--- src/rtl/conv_pkg.sv ---
// conv_pkg: shared types for the streaming 3x3 convolution frame sequencer.
// Sequencer FSM encoding and the default-sized window-centre tag.
package conv_pkg;

  localparam int DEF_ROW_SIZE     = 540;
  localparam int DEF_IMAGE_HEIGHT = 360;
  localparam int ROW_W = $clog2(DEF_IMAGE_HEIGHT);
  localparam int COL_W = $clog2(DEF_ROW_SIZE);

  typedef enum logic [1:0] {
    IDLE,
    STREAM,
    DRAIN,
    DONE
  } conv_seq_state_t;

  typedef struct packed {
    logic             valid;
    logic [ROW_W-1:0] row;
    logic [COL_W-1:0] col;
  } conv_tag_t;

endpackage

--- src/rtl/conv_tag_pipe.sv ---
// conv_tag_pipe: DEPTH-stage free-running shift register of window tags.
// Ports: clk, rst (sync clear), tag_i (pushed every cycle), tag_o (head).
module conv_tag_pipe
  import conv_pkg::*;
#(
  parameter int  DEPTH = 2,
  parameter type tag_t = conv_tag_t
) (
  input  logic clk,
  input  logic rst,
  input  tag_t tag_i,
  output tag_t tag_o
);

  tag_t pipe_q [DEPTH];

  always_ff @(posedge clk) begin
    if (rst) begin
      for (int i = 0; i < DEPTH; i++) begin
        pipe_q[i] <= '0;
      end
    end else begin
      pipe_q[0] <= tag_i;
      for (int i = 1; i < DEPTH; i++) begin
        pipe_q[i] <= pipe_q[i-1];
      end
    end
  end

  assign tag_o = pipe_q[DEPTH-1];

endmodule

--- src/rtl/conv_frame_sequencer.sv ---
// conv_frame_sequencer: frame controller for the 3x3 convolution datapath.
// Ports: clk/rst, start/busy/frame_done, in_* source handshake,
// conv_* datapath drive, out_* tagged results (row/col window centre).
module conv_frame_sequencer
  import conv_pkg::*;
#(
  parameter int WORD_SIZE      = 8,
  parameter int ROW_SIZE       = 540,
  parameter int IMAGE_HEIGHT   = 360,
  parameter int KERNEL_SIZE    = 3,
  parameter int PIPE_LAT       = 2,
  parameter int SCAN_BOTTOM_UP = 1
) (
  input  logic                            clk,
  input  logic                            rst,
  input  logic                            start,
  output logic                            busy,
  output logic                            frame_done,
  input  logic                            in_valid,
  output logic                            in_ready,
  input  logic [WORD_SIZE-1:0]            in_pixel,
  output logic                            conv_clr,
  output logic                            conv_en,
  output logic [WORD_SIZE-1:0]            conv_pixel,
  input  logic [WORD_SIZE-1:0]            conv_result,
  output logic                            out_valid,
  output logic [WORD_SIZE-1:0]            out_pixel,
  output logic [$clog2(IMAGE_HEIGHT)-1:0] out_row,
  output logic [$clog2(ROW_SIZE)-1:0]     out_col
);

  localparam int RW = $clog2(IMAGE_HEIGHT);
  localparam int CW = $clog2(ROW_SIZE);
  localparam int DW = $clog2(PIPE_LAT + 1);

  localparam logic [RW-1:0] K_LAST = RW'(IMAGE_HEIGHT - 1);
  localparam logic [CW-1:0] C_LAST = CW'(ROW_SIZE - 1);
  localparam logic [RW-1:0] K_MIN  = RW'(KERNEL_SIZE - 1);
  localparam logic [CW-1:0] C_MIN  = CW'(KERNEL_SIZE - 1);
  localparam logic [DW-1:0] D_LAST = DW'(PIPE_LAT - 1);

  typedef struct packed {
    logic          valid;
    logic [RW-1:0] row;
    logic [CW-1:0] col;
  } tag_t;

  conv_seq_state_t state_q, state_d;
  logic [RW-1:0]   k_q, k_d;
  logic [CW-1:0]   c_q, c_d;
  logic [DW-1:0]   drain_q, drain_d;

  logic          xfer;
  logic [RW-1:0] k_m1;
  tag_t          tag_in;
  tag_t          tag_out;

  assign in_ready   = (state_q == STREAM);
  assign xfer       = in_valid & in_ready;
  assign conv_en    = xfer;
  assign conv_pixel = in_pixel;
  assign busy       = (state_q == STREAM) || (state_q == DRAIN);
  assign frame_done = (state_q == DONE);

  always_ff @(posedge clk) begin
    if (rst) begin
      state_q <= IDLE;
      k_q     <= '0;
      c_q     <= '0;
      drain_q <= '0;
    end else begin
      state_q <= state_d;
      k_q     <= k_d;
      c_q     <= c_d;
      drain_q <= drain_d;
    end
  end

  always_comb begin
    state_d  = state_q;
    k_d      = k_q;
    c_d      = c_q;
    drain_d  = drain_q;
    conv_clr = 1'b0;
    unique case (state_q)
      IDLE: begin
        if (start) begin
          state_d  = STREAM;
          k_d      = '0;
          c_d      = '0;
          // a start coinciding with rst must not clear the datapath
          conv_clr = !rst;
        end
      end
      STREAM: begin
        if (xfer) begin
          if (c_q == C_LAST) begin
            c_d = '0;
            k_d = k_q + RW'(1);
            if (k_q == K_LAST) begin
              state_d = DRAIN;
              k_d     = '0;
              drain_d = '0;
            end
          end else begin
            c_d = c_q + CW'(1);
          end
        end
      end
      DRAIN: begin
        if (drain_q == D_LAST) begin
          state_d = DONE;
        end else begin
          drain_d = drain_q + DW'(1);
        end
      end
      DONE: begin
        state_d = IDLE;
      end
      default: begin
        state_d = IDLE;
      end
    endcase
  end

  // centre lags the scan position by one row and one column;
  // wrap-around at k=0/c=0 is harmless since valid is low there
  assign k_m1 = k_q - RW'(1);

  always_comb begin
    tag_in       = '0;
    tag_in.valid = xfer && (k_q >= K_MIN) && (c_q >= C_MIN);
    tag_in.row   = (SCAN_BOTTOM_UP != 0) ? (K_LAST - k_m1) : k_m1;
    tag_in.col   = c_q - CW'(1);
  end

  conv_tag_pipe #(
    .DEPTH (PIPE_LAT),
    .tag_t (tag_t)
  ) u_tag_pipe (
    .clk   (clk),
    .rst   (rst),
    .tag_i (tag_in),
    .tag_o (tag_out)
  );

  assign out_valid = tag_out.valid;
  assign out_row   = tag_out.row;
  assign out_col   = tag_out.col;
  assign out_pixel = conv_result;

endmodule
--- config.mk ---
export PLATFORM = sky130hd
export DESIGN_NAME = conv_frame_sequencer
export DESIGN_NICKNAME = d
export VERILOG_FILES = /design/src/rtl/conv_pkg.sv /design/src/rtl/conv_tag_pipe.sv /design/src/rtl/conv_frame_sequencer.sv
export SDC_FILE = /design/constraint.sdc
export NUM_CORES = 1
export LEC_CHECK = 0
export ABC_AREA = 1
export CAP_MARGIN = 40
export CORE_ASPECT_RATIO = 1.2
export CORE_MARGIN = 5
export CORE_UTILIZATION = 38
export CTS_CLUSTER_DIAMETER = 120
export DETAILED_ROUTE_END_ITERATION = 10
export SYNTH_ARGS = -nofsm -noshare
export SYNTH_HDL_FRONTEND = slang
export SYNTH_SLANG_ARGS = --single-unit
export TNS_END_PERCENT = 20
--- constraint.sdc ---
create_clock -name clk -period 4 [get_ports clk]
set_input_delay 0.8 -clock clk [delete_from_list [all_inputs] [get_ports clk]]
set_output_delay 0.8 -clock clk [all_outputs]
set_load 0.01 [all_outputs]
Word-level counts from Yosys, hierarchy flattened
Memories as Yosys holds them, arrays and structs flattened.
Cells that the tools add are included.
Storage, ports and cells
  latch bits: 0
  memories: 1
  bits in registers: 23
  output and inout port bits: 41
  bits in read-only memories: 0
  memory bits (writable): 40
  word-level logic and storage cells: 66
  input bits: 20
Memories
  u_tag_pipe.pipe_q: words 2, width 20, rd ports 2, clocked after Yosys merged registers in 0, wr ports 2, line conv_tag_pipe.sv:15  | tag_t pipe_q [DEPTH];
Cells by class
  bitwise logic cells: 3
  multiply operators: 0
  shift operators: 0
  $add $sub $neg: 6
  divide/modulo/power cells: 0
  equality and inequality tests: 12
  reductions and logical operators: 11
  $lt $le $gt $ge: 2
  muxes and demuxes: 27
Operators with widths (number)
  $mux 20: 2
  $mux 9: 4
  $mux 10: 3
  $pmux 10 s2: 1
  $mux 2: 9
  $pmux 9 s2: 1
  $add 10x1->10 const B: 1
  $eq 10x10->1 const B: 1
  $ge 10x2->1 const B: 1
  $reduce_and 5->1: 2
  $sub 10x1->10 const B: 1
  $add 9x1->9 const B: 1
  $eq 9x9->1 const B: 1
  $ge 9x2->1 const B: 1
  $sub 9x1->9 const B: 1
  $sub 9x9->9 const A: 1
  $ne 2x1->1 const B: 4
  $pmux 2 s4: 1
  $mux 1: 5
  $eq 2x1->1 const B: 2
  $eq 2x2->1 const B: 2
  $ne 2x2->1 const B: 2
  $pmux 2 s2: 1
  $reduce_and 4->1: 1
  9 further kinds: 12

Longest topological paths before layout
  depth after elaboration: 5
  depth in mapped cells: 12
  mapped depth without buffers: 11

By module
Synthesis repeated with hierarchy kept, for this count alone.
Unflattened totals
  cell total of the unflattened synthesis: 427
  area, all modules: 3148.0 um^2
By module, submodules not included
  conv_frame_sequencer: area an instance 1851.8 um^2, times used 1, cells each 283, sequential area each 460.4 um^2
  conv_tag_pipe: area an instance 1296.2 um^2, times used 1, cells each 144, sequential area each 800.8 um^2

Worst setup path before layout
OpenSTA, ideal clock, no wires.
  kind: in2out
  from: input rst
  to: output conv_clr
  arrival time: 1.464 ns
  cell stages on the path: 3
  buffers on the path: 2
  slack: 1.736 ns
  data required time: 3.200 ns
  cell sequence: clkbuf_1 -> clkbuf_1 -> nor3_1
Between the ends
  longest elaborated chain between the ends: 3
Ends and longest elaborated chain
  start, declared: line conv_frame_sequencer.sv:15  | input logic rst,
  $logic_not 1->1: line conv_frame_sequencer.sv:92  | conv_clr = !rst;
  $mux 1: line conv_frame_sequencer.sv:87  | if (start) begin
  $mux 1: line conv_frame_sequencer.sv:85  | unique case (state_q)
  end, declared: line conv_frame_sequencer.sv:22  | output logic conv_clr,
Every way passes these cells.

Worst setup path after layout
  from: register state_q[1]
  to: output conv_en
Between the ends
  longest elaborated chain between the ends: 2
Ends and longest elaborated chain
  start, declared: line conv_frame_sequencer.sv:48  | conv_seq_state_t state_q, state_d;
  start signal, assigned: line conv_frame_sequencer.sv:72  | state_q <= state_d;
  $eq 2x1->1: line conv_frame_sequencer.sv:58  | assign in_ready = (state_q == STREAM);
  $and 1x1->1: line conv_frame_sequencer.sv:59  | assign xfer = in_valid & in_ready;
  end, declared: line conv_frame_sequencer.sv:23  | output logic conv_en,
Every way passes these cells.

==> results.md <==
Placement:
- The instance area at placement is 0.003337 mm².
- In this run, placement finished with an instance count of about 540.
- The placed wire-length estimate after detailed placement is 4.518 mm.
- The number of port buffers is 28.
- Timing analysis after detailed placement gives a worst setup slack of ~1100 ps.
- At the end of routability-driven placement, the weighted congestion stood at 0.8928.

STA:
- The minimum setup slack in the final design is 1079 ps.
- The number of slew-limit violations in the final report is 0.
- Setup repair after global routing left no endpoint under its margin.
- The worst clock skew on the final layout is 9.227 ps.
- The worst hold slack is 399.3 ps.
- The post-route setup TNS is 0 ps.
- At the pin with the least slew margin, the transition time is 659.8 ps.
- Setup violations remaining at the end of the flow were counted as 0.
- The final critical path time including I/O delays and setup is 2921 ps.
- The normalized max-slew margin is 0.5601.
- The achievable frequency is 342.4 MHz.
- The hold violation count in the final report came to 0.
- In the finished design, the share of the clock period the worst path needs comes to 0.7302.

Clocking:
- The clock net sink count is 63.
- The H-tree was split into 3 levels.
- Clock latency on the worst-skew pair, taken at its later pin, is 340 ps.
- CTS placed an instance of sky130_fd_sc_hd__clkbuf_8 at the clock tree root.
- The number of setup buffers added after CTS is 0.
- In this run, post-CTS repair resized a total of 0 instances.
- The buffer depth of the longest clock path is 2.
- The TritonCTS buffer count is 9.
- The clock tree from TritonCTS is yes.
- After clock tree synthesis, the clock-pin slew on the worst setup and hold paths is 70 ps.
- For this design, the CTS-stage hold fixing added 0 buffers.

Global route:
- The number of global-route vias before repair is 2428.
- Entering global routing, the biggest net connects 43 pins.
- The wire length of the first global-routing pass is 10.85 mm.
- The overall overflow remaining after global route is 0.
- The total global routing track utilization is 0.1297.
- The number of antenna violations at the first check in global routing came to 0.

Final layout:
- Leaving out fill and tap cells, the most frequent cell in the layout is sky130_fd_sc_hd__nor2_1.
- The finished cells cover approximately 0.0035 mm².
- The layout cell share with drive strength beyond 1 is 0.1037.
- The post-route non-filler standard cell count is 551.
- The synthesis-to-layout area growth is 9.474%.
- The number of nets in the layout is 460.
- The antenna diode instance count is 0.
- The share of the core filled with cells is 0.4204.
- The library cells used most frequently in the layout, excluding fill and tap cells, are sky130_fd_sc_hd__nor2_1 (71), sky130_fd_sc_hd__nand2_1 (68), sky130_fd_sc_hd__dfxtp_1 (63), sky130_fd_sc_hd__inv_1 (58), sky130_fd_sc_hd__clkdlybuf4s50_1 (28).

Worst setup path:
- The critical path data arrival time is between 2000 and 2500 ps.
- The slowest stage of the critical path is the sky130_fd_sc_hd__ha_1 cell.
- The required time of the critical path is 3200 ps.
- In this run the worst path has a maximum fanout of 9.
- The type of the worst setup path is register to output pin.
- The largest stage delay on the critical path is a little under 600 ps.
- STA classifies the critical path startpoint as a register.
- Counting stages on the worst path, the most repeated cell is sky130_fd_sc_hd__inv_1.
- The endpoint class of the critical path is an output pin.
- Walking the worst path, the cells encountered are inv_1, ha_1, nand2_1, inv_1, clkdlybuf4s50_1.

Synth:
- Counting flops with a built-in enable in the synthesized netlist gives 0.
- Counting flops and latches in the post-synthesis netlist gives between 60 and 70.
- The cell area that synthesis handed to floorplanning was between 0.003 and 0.004 mm².
- The synthesized netlist net count is 467.
- The predominant post-synthesis flop cell is sky130_fd_sc_hd__dfxtp_1.
- Yosys printed 0 warnings.
- The netlist uses 38 different library cells.
- The sequential-to-total area share from yosys stat is 0.3898.
- Each instance of the synthesized netlist takes up on average 7.421 µm².
- The synthesized instance count is roughly 440.
- Of all flip-flops after synthesis, the portion carrying an async set or reset was 0.

Floorplan:
- The floorplan step set the die width to 94.24 µm.
- The die height is 111.1 µm.
- The number of rows in the core area is 37.
- The effective utilization at floorplan is 0.3840.
- The placeable core region is roughly 0.0084 mm².
- 61 I/O pins were placed.
- The full die area is ~0.010 mm².

Power and ir drop:
- For this design the total switching power over the nets is 785.5 µW.
- The power per unit of standard cell area is 606.3 mW/mm².
- For this design the static power due to leakage is 1.534 nW.
- The total power draw is 2.148 mW.
- The share of total power dissipated in the clock network is 0.272.
- Of the total power, combinational logic draws 0.374.
- The internal power is 1.362 mW.
- The portion of total power attributed to sequential cells is 0.354.
- The maximum vdd ir drop is ~440 µV.
- Of the total power, the share spent switching nets is 0.3657.

Routing:
- The detailed router used layers up to and including met4.
- The remaining antenna violation count after routing is 0.
- Detailed routing placed a total of 397 µm of wire on met3.
- The number of remaining DRC errors is 0.
- The routed metal-1 wire length is approximately 2.9 mm.
- Dividing the detail-routed wire length by the instance count gives ~11 µm.
- The first detailed-routing pass took 4 iterations.
- The first routing iteration left 148 violations.
- The routed via count is around 2500.
- The total length of routed wires is around 6.3 mm.
- The wire length on met2 is 2.844 mm.
- The routed via count divided by cell count is 4.561.

Worst hold path:
- The classification of the worst-slack hold path is register to register.

Flow run:
- The tool flagged a number of max-cap violations equal to 0.

Status:
- The run finished with clean final reports.
[state kept, by name (all words and copies together), names as in the netlist]
name / cells
drain_q: 2
c_q: 10
k_q: 9
u_tag_pipe.pipe_q: 40
state_q: 2
[critical path: cells and delay by family, from the launching register on]
| kind | cells | cell delay (ps) |
|---|---|---|
| fa+ha+maj | 1 | 590 |
| buf+inv | 3 | 770 |
| flops | 1 | 330 |
| simple gates | 1 | 100 |
[power by group through the flow]
stage	registers, mW	clock network [mW]	logic [mW]
6_report	0.761	0.584	0.803
5_1_grt	0.775	0.630	0.905
4_1_cts	0.762	0.601	0.814
3_5_place_dp	0.776	0	0.808
3_3_place_gp	0.775	0	0.800
2_1_floorplan	0.766	0	0.674
[worst paths after layout]
path | start | endpoint | slack, ps | cells after the start
min reg2reg | u_tag_pipe.pipe_q[0][4] | u_tag_pipe.pipe_q[0][24] | 400 | 2
min | u_tag_pipe.pipe_q[0][4] | u_tag_pipe.pipe_q[0][24] | 400 | 2
max reg2reg | state_q[1] | c_q[9] | 1870 | 11
max | state_q[1] | conv_en | 1080 | 5
[final cells by class]
class | instances | area, µm²
Inverter | 67 | 256.5
Multi-Input combinational cell | 259 | 1385
Clock inverter | 4 | 70.07
Fill cell | 884 | 4883
Tap cell | 117 | 146.4
Timing Repair Buffer | 29 | 287.8
Clock buffer | 12 | 135.1
Sequential cell | 63 | 1261
[layer usage]
layer / GRT usage / vias to the layer above
met5: 0 / -
met4: 0.06069 / 0
met3: 0.04141 / 14
met2: 0.2022 / 67
met1: 0.1605 / 1119
li1: - / 1313
[cells by family (layout without fill, tap and decap cells)]
| kind of cell | Yosys count | after routing | share of synthesized area |
|---|---|---|---|
| fa+ha+maj | 11 | 11 | 0.04254 |
| buf+inv | 114 | 112 | 0.1821 |
| flops | 63 | 63 | 0.3898 |
| xor+xnor | 3 | 3 | 0.008122 |
| compound gates | 43 | 43 | 0.07425 |
| simple gates | 202 | 202 | 0.3032 |
[cell usage after synthesis, types with 2 or more instances]
cell type	count	area (µm²)
sky130_fd_sc_hd__dfxtp_1	63	1261
sky130_fd_sc_hd__o21a_1	2	15.01
sky130_fd_sc_hd__xor2_1	3	26.28
sky130_fd_sc_hd__inv_4	2	12.51
sky130_fd_sc_hd__a21oi_1	21	105.1
sky130_fd_sc_hd__nor4_1	2	12.51
sky130_fd_sc_hd__nor2_1	71	266.5
sky130_fd_sc_hd__nor2_2	3	18.77
sky130_fd_sc_hd__buf_2	2	10.01
sky130_fd_sc_hd__a31oi_1	2	12.51
sky130_fd_sc_hd__nand4_1	9	56.30
sky130_fd_sc_hd__o21ai_1	3	15.01
sky130_fd_sc_hd__buf_6	2	22.52
sky130_fd_sc_hd__o21ai_0	11	55.05
sky130_fd_sc_hd__or2_2	2	12.51
sky130_fd_sc_hd__nand2_1	68	255.2
sky130_fd_sc_hd__nor3_2	4	40.04
sky130_fd_sc_hd__ha_1	11	137.6
sky130_fd_sc_hd__nand2_8	3	60.06
sky130_fd_sc_hd__nand3_1	22	110.1
sky130_fd_sc_hd__inv_1	58	217.7
sky130_fd_sc_hd__buf_4	37	277.8
sky130_fd_sc_hd__clkbuf_1	6	22.52
sky130_fd_sc_hd__inv_2	6	22.52
sky130_fd_sc_hd__nand2_2	4	25.02
sky130_fd_sc_hd__nand3_2	2	20.02
sky130_fd_sc_hd__nor3_1	6	30.03
No activity file was read; power rests on OpenSTA's default activity.
